==> src/rtl/hex_dirty_compactor.sv <==
// hex_dirty_compactor
//   Takes one 10-lane hex bundle per handshake. It keeps the lanes that are dirty and
//   inside the map, and emits them one per cycle, lowest lane first. Each emitted hex
//   carries a linear framebuffer address.
//
// Ports
//   clk, reset          clock, synchronous active-high reset
//   in_valid/in_ready   bundle handshake; in_q/in_r/in_depth/in_dirty hold the lane data
//   out_valid/out_ready hex handshake
//   out_q/out_r/out_depth/out_lane/out_addr/out_last   selected hex
//   drop_count          saturating count of dirty hexes that fell outside the map
//   busy                pending mask non-zero
//
// The pending mask is the only control state: zero means idle, non-zero means emitting.
module hex_dirty_compactor #(
    parameter int unsigned LANES  = 10,
    parameter int unsigned QW     = 16,
    parameter int unsigned MAP_W  = 64,
    parameter int unsigned MAP_H  = 64,
    parameter int unsigned ADDR_W = 12
) (
    input  logic                     clk,
    input  logic                     reset,
    input  logic                     in_valid,
    output logic                     in_ready,
    input  logic signed [QW-1:0]     in_q     [LANES],
    input  logic signed [QW-1:0]     in_r     [LANES],
    input  logic        [7:0]        in_depth [LANES],
    input  logic        [LANES-1:0]  in_dirty,
    output logic                     out_valid,
    input  logic                     out_ready,
    output logic signed [QW-1:0]     out_q,
    output logic signed [QW-1:0]     out_r,
    output logic        [7:0]        out_depth,
    output logic        [3:0]        out_lane,
    output logic        [ADDR_W-1:0] out_addr,
    output logic                     out_last,
    output logic        [15:0]       drop_count,
    output logic                     busy
);

    localparam logic signed [QW:0]     ColLimit = (QW+1)'(MAP_W);
    localparam logic signed [QW:0]     RowLimit = (QW+1)'(MAP_H);
    localparam logic [ADDR_W-1:0]      AddrMapW = ADDR_W'(MAP_W);

    logic signed [QW-1:0] r_q     [LANES];
    logic signed [QW-1:0] r_r     [LANES];
    logic        [7:0]    r_depth [LANES];
    logic [LANES-1:0]     r_pending;
    logic [15:0]          r_drop_count;

    logic [LANES-1:0]     w_inrange;
    logic [15:0]          w_drop_n;
    logic [16:0]          w_drop_sum;
    logic [3:0]           w_sel;
    logic                 w_single;
    logic                 w_out_fire;
    logic                 w_in_fire;
    logic signed [QW:0]   w_sel_col;
    logic [ADDR_W-1:0]    w_row_a;
    logic [ADDR_W-1:0]    w_col_a;

    // Axial to offset column: col = q + floor(r / 2), one bit wider so it cannot wrap.
    function automatic logic signed [QW:0] col_of(logic signed [QW-1:0] q,
                                                  logic signed [QW-1:0] r);
        logic signed [QW:0] qe;
        logic signed [QW:0] re;
        qe = {q[QW-1], q};
        re = {r[QW-1], r};
        return qe + (re >>> 1);
    endfunction

    // Per-lane map range check and drop popcount for the incoming bundle.
    always_comb begin
        logic signed [QW:0] col;
        logic signed [QW:0] row;
        w_inrange = '0;
        w_drop_n  = '0;
        for (int i = 0; i < int'(LANES); i++) begin
            col = col_of(in_q[i], in_r[i]);
            row = {in_r[i][QW-1], in_r[i]};
            w_inrange[i] = !row[QW] && (row < RowLimit) && !col[QW] && (col < ColLimit);
            w_drop_n = w_drop_n + 16'(in_dirty[i] && !w_inrange[i]);
        end
        w_drop_sum = {1'b0, r_drop_count} + {1'b0, w_drop_n};
    end

    // Lowest pending lane; defaults to lane 0 when idle so outputs show reset-state fields.
    always_comb begin
        w_sel = '0;
        for (int i = int'(LANES) - 1; i >= 0; i--) begin
            if (r_pending[i]) begin
                w_sel = 4'(i);
            end
        end
        w_single   = (r_pending != '0) && ((r_pending & (r_pending - LANES'(1))) == '0);
        w_out_fire = (r_pending != '0) && out_ready;
        in_ready   = (r_pending == '0) || (w_out_fire && w_single);
        w_in_fire  = in_valid && in_ready;
        w_sel_col  = col_of(r_q[w_sel], r_r[w_sel]);
        w_row_a    = ADDR_W'(r_r[w_sel]);
        w_col_a    = ADDR_W'(w_sel_col);
    end

    always_comb begin
        out_valid  = (r_pending != '0);
        out_last   = w_single;
        out_q      = r_q[w_sel];
        out_r      = r_r[w_sel];
        out_depth  = r_depth[w_sel];
        out_lane   = w_sel;
        out_addr   = w_row_a * AddrMapW + w_col_a;
        drop_count = r_drop_count;
        busy       = (r_pending != '0);
    end

    always_ff @(posedge clk) begin
        if (reset) begin
            r_pending    <= '0;
            r_drop_count <= '0;
            for (int i = 0; i < int'(LANES); i++) begin
                r_q[i]     <= '0;
                r_r[i]     <= '0;
                r_depth[i] <= '0;
            end
        end else begin
            // A capture overrides the clear of a retiring last lane.
            if (w_in_fire) begin
                r_pending    <= in_dirty & w_inrange;
                r_drop_count <= w_drop_sum[16] ? 16'hFFFF : w_drop_sum[15:0];
                for (int i = 0; i < int'(LANES); i++) begin
                    r_q[i]     <= in_q[i];
                    r_r[i]     <= in_r[i];
                    r_depth[i] <= in_depth[i];
                end
            end else if (w_out_fire) begin
                r_pending <= r_pending & ~(LANES'(1) << w_sel);
            end
        end
    end

endmodule

==> config.mk <==
export PLATFORM = sky130hd
export DESIGN_NAME = hex_dirty_compactor
export DESIGN_NICKNAME = d
export VERILOG_FILES = /design/src/rtl/hex_dirty_compactor.sv
export SDC_FILE = /design/constraint.sdc
export NUM_CORES = 1
export LEC_CHECK = 0
export CAP_MARGIN = 10
export CORE_MARGIN = 3
export CORE_UTILIZATION = 54
export DETAILED_ROUTE_END_ITERATION = 8
export GPL_TIMING_DRIVEN = 0
export PLACE_DENSITY = 0.81
export SLEW_MARGIN = 15
export SYNTH_ARGS = -nofsm -noshare
export SYNTH_HDL_FRONTEND = slang
export SYNTH_SLANG_ARGS = --single-unit
==> constraint.sdc <==
create_clock -name clk -period 8.1 [get_ports clk]
set_input_delay 0.81 -clock clk [delete_from_list [all_inputs] [get_ports clk]]
set_output_delay 0.81 -clock clk [all_outputs]
set_load 0.05 [all_outputs]
Word level (Yosys, flattened, before mapping)
Memory sizes are Yosys's and may differ from the RTL's.
Index checks and enable logic that the tools add are counted.
Word-level totals
  register bits: 26
  RAM bits: 400
  bits of input ports: 414
  output and inout port bits: 76
  word-level logic and storage cells: 210
  memories kept: 3
Cells by class
  $add $sub $neg: 23
  order comparisons: 20
  shifts and indexed selects: 1
  mux-type cells: 48
  bitwise operators: 34
  reductions and logical operators: 79
Memory list
  r_q: words 10, width 16, read ports 1, clocked after memory_dff 0, write ports 10, RTL line 46  | logic signed [QW-1:0] r_q [LANES];
  r_r: words 10, width 16, read ports 1, clocked after memory_dff 0, write ports 10, RTL line 47  | logic signed [QW-1:0] r_r [LANES];
  r_depth: words 10, width 8, read ports 1, clocked after memory_dff 0, write ports 10, RTL line 48  | logic [7:0] r_depth [LANES];
Operators with widths (count)
  16-bit 2-to-1 mux: 21
  16-bit by 15-bit adder with 17-bit output: 10
  17-bit by 8-bit < comparator with 1-bit output, second input constant: 10
  16-bit by 8-bit < comparator with 1-bit output, second input constant: 10
  8-bit 2-to-1 mux: 10
  1-bit logical AND: 44
  4-bit 2-to-1 mux: 10
  10-bit AND: 3
  1-bit zero test: 30
  1-bit OR: 30
  12-bit adder: 2
  10-bit zero test: 2
  10-bit 2-to-1 mux: 2
  16-bit by 10-bit adder with 17-bit output: 1
  9-bit by 1-bit adder with 10-bit output: 1
  10-bit NOT: 1
  10-bit nonzero test: 1
  1-bit by 4-bit left shift with 10-bit output, first input constant: 1
  10-bit by 1-bit subtractor with 10-bit output, second input constant: 1
  8-bit by 1-bit adder with 9-bit output: 1
  7-bit by 1-bit adder with 8-bit output: 1
  6-bit by 1-bit adder with 7-bit output: 1
  5-bit by 1-bit adder with 6-bit output: 1
  4-bit by 1-bit adder with 5-bit output: 1
  other kinds (6): 10

Longest topological paths before layout
  depth in word-level cells: 17
  mapped depth: 26
  gate-level depth less buffers: 25

Worst setup path after synthesis
OpenSTA, ideal clock, no wires.
  kind: register to register
  from: register r_pending[1]
  to: memory r_depth[0][0], enable pin
  library setup time: 0.599 ns
  data arrival time: 6.796 ns
  data required time: 7.501 ns
  path slack: 0.705 ns
  stages on the path, launching flop included: 9
  period minus slack after synthesis: 7.395 ns
  path through: dfxtp_1 > buf_2 > or4_4 > o32ai_2 > a31o_2 > and3_1 > buf_4 > clkbuf_1 > or2_2
RTL lines
  start: declaration: RTL line 49  | logic [LANES-1:0] r_pending;
  start signal: assignment: RTL line 129  | r_pending <= in_dirty & w_inrange;
  start signal: assignment: RTL line 137  | r_pending <= r_pending & ~(LANES'(1) << w_sel);
  end: declaration: RTL line 48

Worst setup path in the final report
  from: register r_pending[8]
  to: output out_addr[11]
Between the ends
  cells in the longest elaborated chain, start to end: 12
  elaborated cells between the ends (all ways): 13
Ends and longest elaborated chain
  4-bit 2-to-1 mux * (9 in a row): RTL line 92  | if (r_pending[i]) begin
  memory 10 x 16 bit, on equally long branches
  12-bit adder: RTL line 70  | return qe + (re >>> 1);
  12-bit adder *: RTL line 112  | out_addr = w_row_a * AddrMapW + w_col_a;
  end: declaration: RTL line 36  | output logic [ADDR_W-1:0] out_addr,
Mark *: on every way between the ends. The rest lies on a longest branch, timed or not.

==> impl_metrics.ini <==
[sta]
worst_clock_skew_ns = 0.01420
setup_viol = 0
post-route-min-period_ns = 8.011
whs_ns = 0.5350
drv_slew = 0
fin_setup_tns_ns = 0
fmax_mhz = 124.8
slew_headroom_pct = 25.00
period_share_pct = 98.90
hold_violations = 0
rsz0062_at_grt = true
tightest_slew_ns = 1.117
worst_slack_ns = 0.08950

[run]
drv_cap = 0

[critical_path]
reg2reg_from = r_pending[2]
critPathLaunchType = flop
r2r.worst_path.cells = 11
crit_path_cell_trace = buf_2 > nand2b_1 > a221oi_2 > o21bai_1 > clkbuf_4 > buf_4 > buf_2 > mux2_2 > nor2_1 > a311oi_1 > a21oi_1 > o21ai_2 > ha_1 > ha_1 > fa_1 > a21o_1 > a21oi_1 > o21ai_0 > or4_1 > a31o_2 > a21oi_1 > xnor2_1 > xnor3_1 > clkdlybuf4s15_2
path_class = reg2out
cpMaxStageDelayCell = or4_1
end_kind = output port
cpMostUsedCell = a21oi_1
critPathMaxStageDelay_ns = 0.47
path_max_fanout = 10
rr_endpoint = r_depth[8][3]
r2r_setup_slack_ns = 3.54
required_ns = 7.29
critPathArrivalTime_ns = 7.20

[cts]
cts_tree = built
cts_setup_buffers = 0
cts.root.buffer_cell = clkbuf_16
clk_latency_ns = 0.58
cts_buffer_depth = 3
numCtsBuffers = 45
cts.sinks = 426
clkSlewWorstSetupHoldPaths_ns = 0.06
htreeDepth = 2
hold_buffers = 0

[synthesis]
ys_seq_area_share_pct = 47.33
yosysTopAreaCell = edfxtp_1
synth_common_cells = 408 x and3_1, 400 x edfxtp_1, 236 x nand2_1
synthFlopType = edfxtp_1
yosysWarnings = 0
synth_top_area_share_pct = 45.37
ys_types = 85
postSynthCellCount = 2527
syn_area_sq_um = 26480
synth_top_cells_by_area = edfxtp_1 45%, and3_1 9.6%, ha_1 8.1%, mux2_2 3.6%, nand2_1 3.3%
synth_nets = 3125
synth-seq-cells = 426
synth_edf_count = 400
postSynthAreaPerCell_sq_um = 10.48
ys_async_sr_fraction_pct = 0
synth_most_common_cell = and3_1

[worst_hold_path]
worstHoldStart = drop_count[3]
hold_path_end = drop_count[3]
hold_class = reg2reg
worst_hold_path.num_cells = 2

[power]
leakage_nw = 14.57
total_power_mw = 6.067
powerDensity_nw_per_um2 = 179.2
peakVddDrop_uv = 133.6

[drt]
wirelength_mm = 105.7
wl_per_cell_um = 28.37
dr.max_layer_used = met5
drt-vias-per-instance = 6.711
dr.pass1.iters = 8
drc = 0
dr_wl_met3_mm = 12.00
wl_met2_mm = 48.94
antenna_left = 0
vias = 25010
wl_met1_mm = 38.20
first_iter_violations = 3495

[final_layout]
fin_area_sq_um = 33860
finalNetCount = 3669
post-route-util_pct = 70.48
areaGrowthSynthToFinish_pct = 27.90
drive_gt1_share_pct = 8.959
fin_cells = 3727

[global_routing]
overflow = 0
grt.total_usage_pct = 39.64
grt_max_degree = 63
grt_pass1_wl_mm = 149.9
antenna_found_initial = 12
grt_pass1_vias = 24160

[outcome]
status = complete, no violations

[placement]
place_area_sq_um = 32330
placed_cells = 3639
hpwlAfterDp_mm = 84.27
gp_congestion = 1.013
post-place-ws_ns = -0.3961
place.port_buffers = 489

[die]
start_util_pct = 55.10
fp.dieH_um = 227.4
dieWidth_um = 227.4
core_area_sq_um = 48050
dieArea_sq_um = 51720
fp-row-count = 80
io_pins = 490
-- worst max path at each step --
stage / start / endpoint / slack (ns) / cells past startpoint
after CTS: r_pending[2] / out_addr[11] / 0.02 / 20
final: r_pending[8] / out_addr[11] / 0.09 / 24
after floorplan: r_pending[1] / r_depth[0][0] / 0.70 / 8
after global placement: r_pending[2] / r_r[9][3] / -1.54 / 8
after global routing: r_pending[2] / out_addr[11] / -0.03 / 20
after detailed placement: r_pending[1] / out_addr[11] / -0.40 / 21
-- placed cells by master, fill, tap and decap left out, types with 57 or more instances in the layout --
cell type          n
mux2i_1           57
edfxtp_1         400
o21ai_0           84
and3_1           408
clkbuf_1          84
ha_1             171
nand2_1          236
clkdlybuf4s50_1  488
mux2_2            84
a21oi_1          133
inv_1             60
nor2_1           145
-- logic make-up after synthesis --
logic type	after synthesis	share of synthesized area, %
and+or+nand+nor	1020	20.52
AOI/OAI and AO/OA	499	12.56
DFF	426	47.33
buffers and inverters	225	3.677
adders and majority gates	186	9.140
muxes	141	5.728
xor gates and xnor gates	30	1.044
-- area by class of cell --
cell class | instances | area, sq um
Antenna cell | 9 | 22.52
Tap cell | 615 | 769.5
Clock inverter | 23 | 163.9
Timing Repair Buffer | 497 | 5089
Buffer | 165 | 768.2
Sequential cell | 426 | 12530
Multi-Input combinational cell | 1876 | 13080
Fill cell | 3540 | 14180
Inverter | 60 | 225.2
Clock buffer | 56 | 1210
-- layer usage --
| metal | track usage (%) | vias up |
|---|---|---|
| li1 | - | 10820 |
| met1 | 49.97 | 11960 |
| met2 | 64.27 | 1851 |
| met3 | 8.872 | 375 |
| met4 | 20.91 | 8 |
| met5 | 0 | - |
-- repair_timing --
item / 4_1_cts / 5_1_grt
cloned: 0 / 0
gates resized for setup: 21 / 18
setup endpoints to repair: 4 / 4
-- state kept, by name (all words and copies together) (netlist names) --
register,flops
drop_count,16
r_depth,80
r_pending,10
r_q,160
r_r,160
-- power by group --
| group | internal, mW | switching (mW) |
|---|---|---|
| combinational | 0.601 | 0.834 |
| clock | 1.12 | 0.886 |
| sequential | 2.57 | 0.0566 |
| total | 4.29 | 1.78 |
-- worst max-delay path, delay by kind of cell (launching register included) --
kind	cells	cell delay [ns]
AO/OA/AOI/OAI	10	2.21
buffers and inverters	5	1.48
adder cells (fa/ha/maj)	3	0.86
AND/OR/NAND/NOR	3	0.84
XOR/XNOR	2	0.53
multiplexers	1	0.37
flip-flops	1	0.31
No activity file was read; power rests on OpenSTA's default activity.
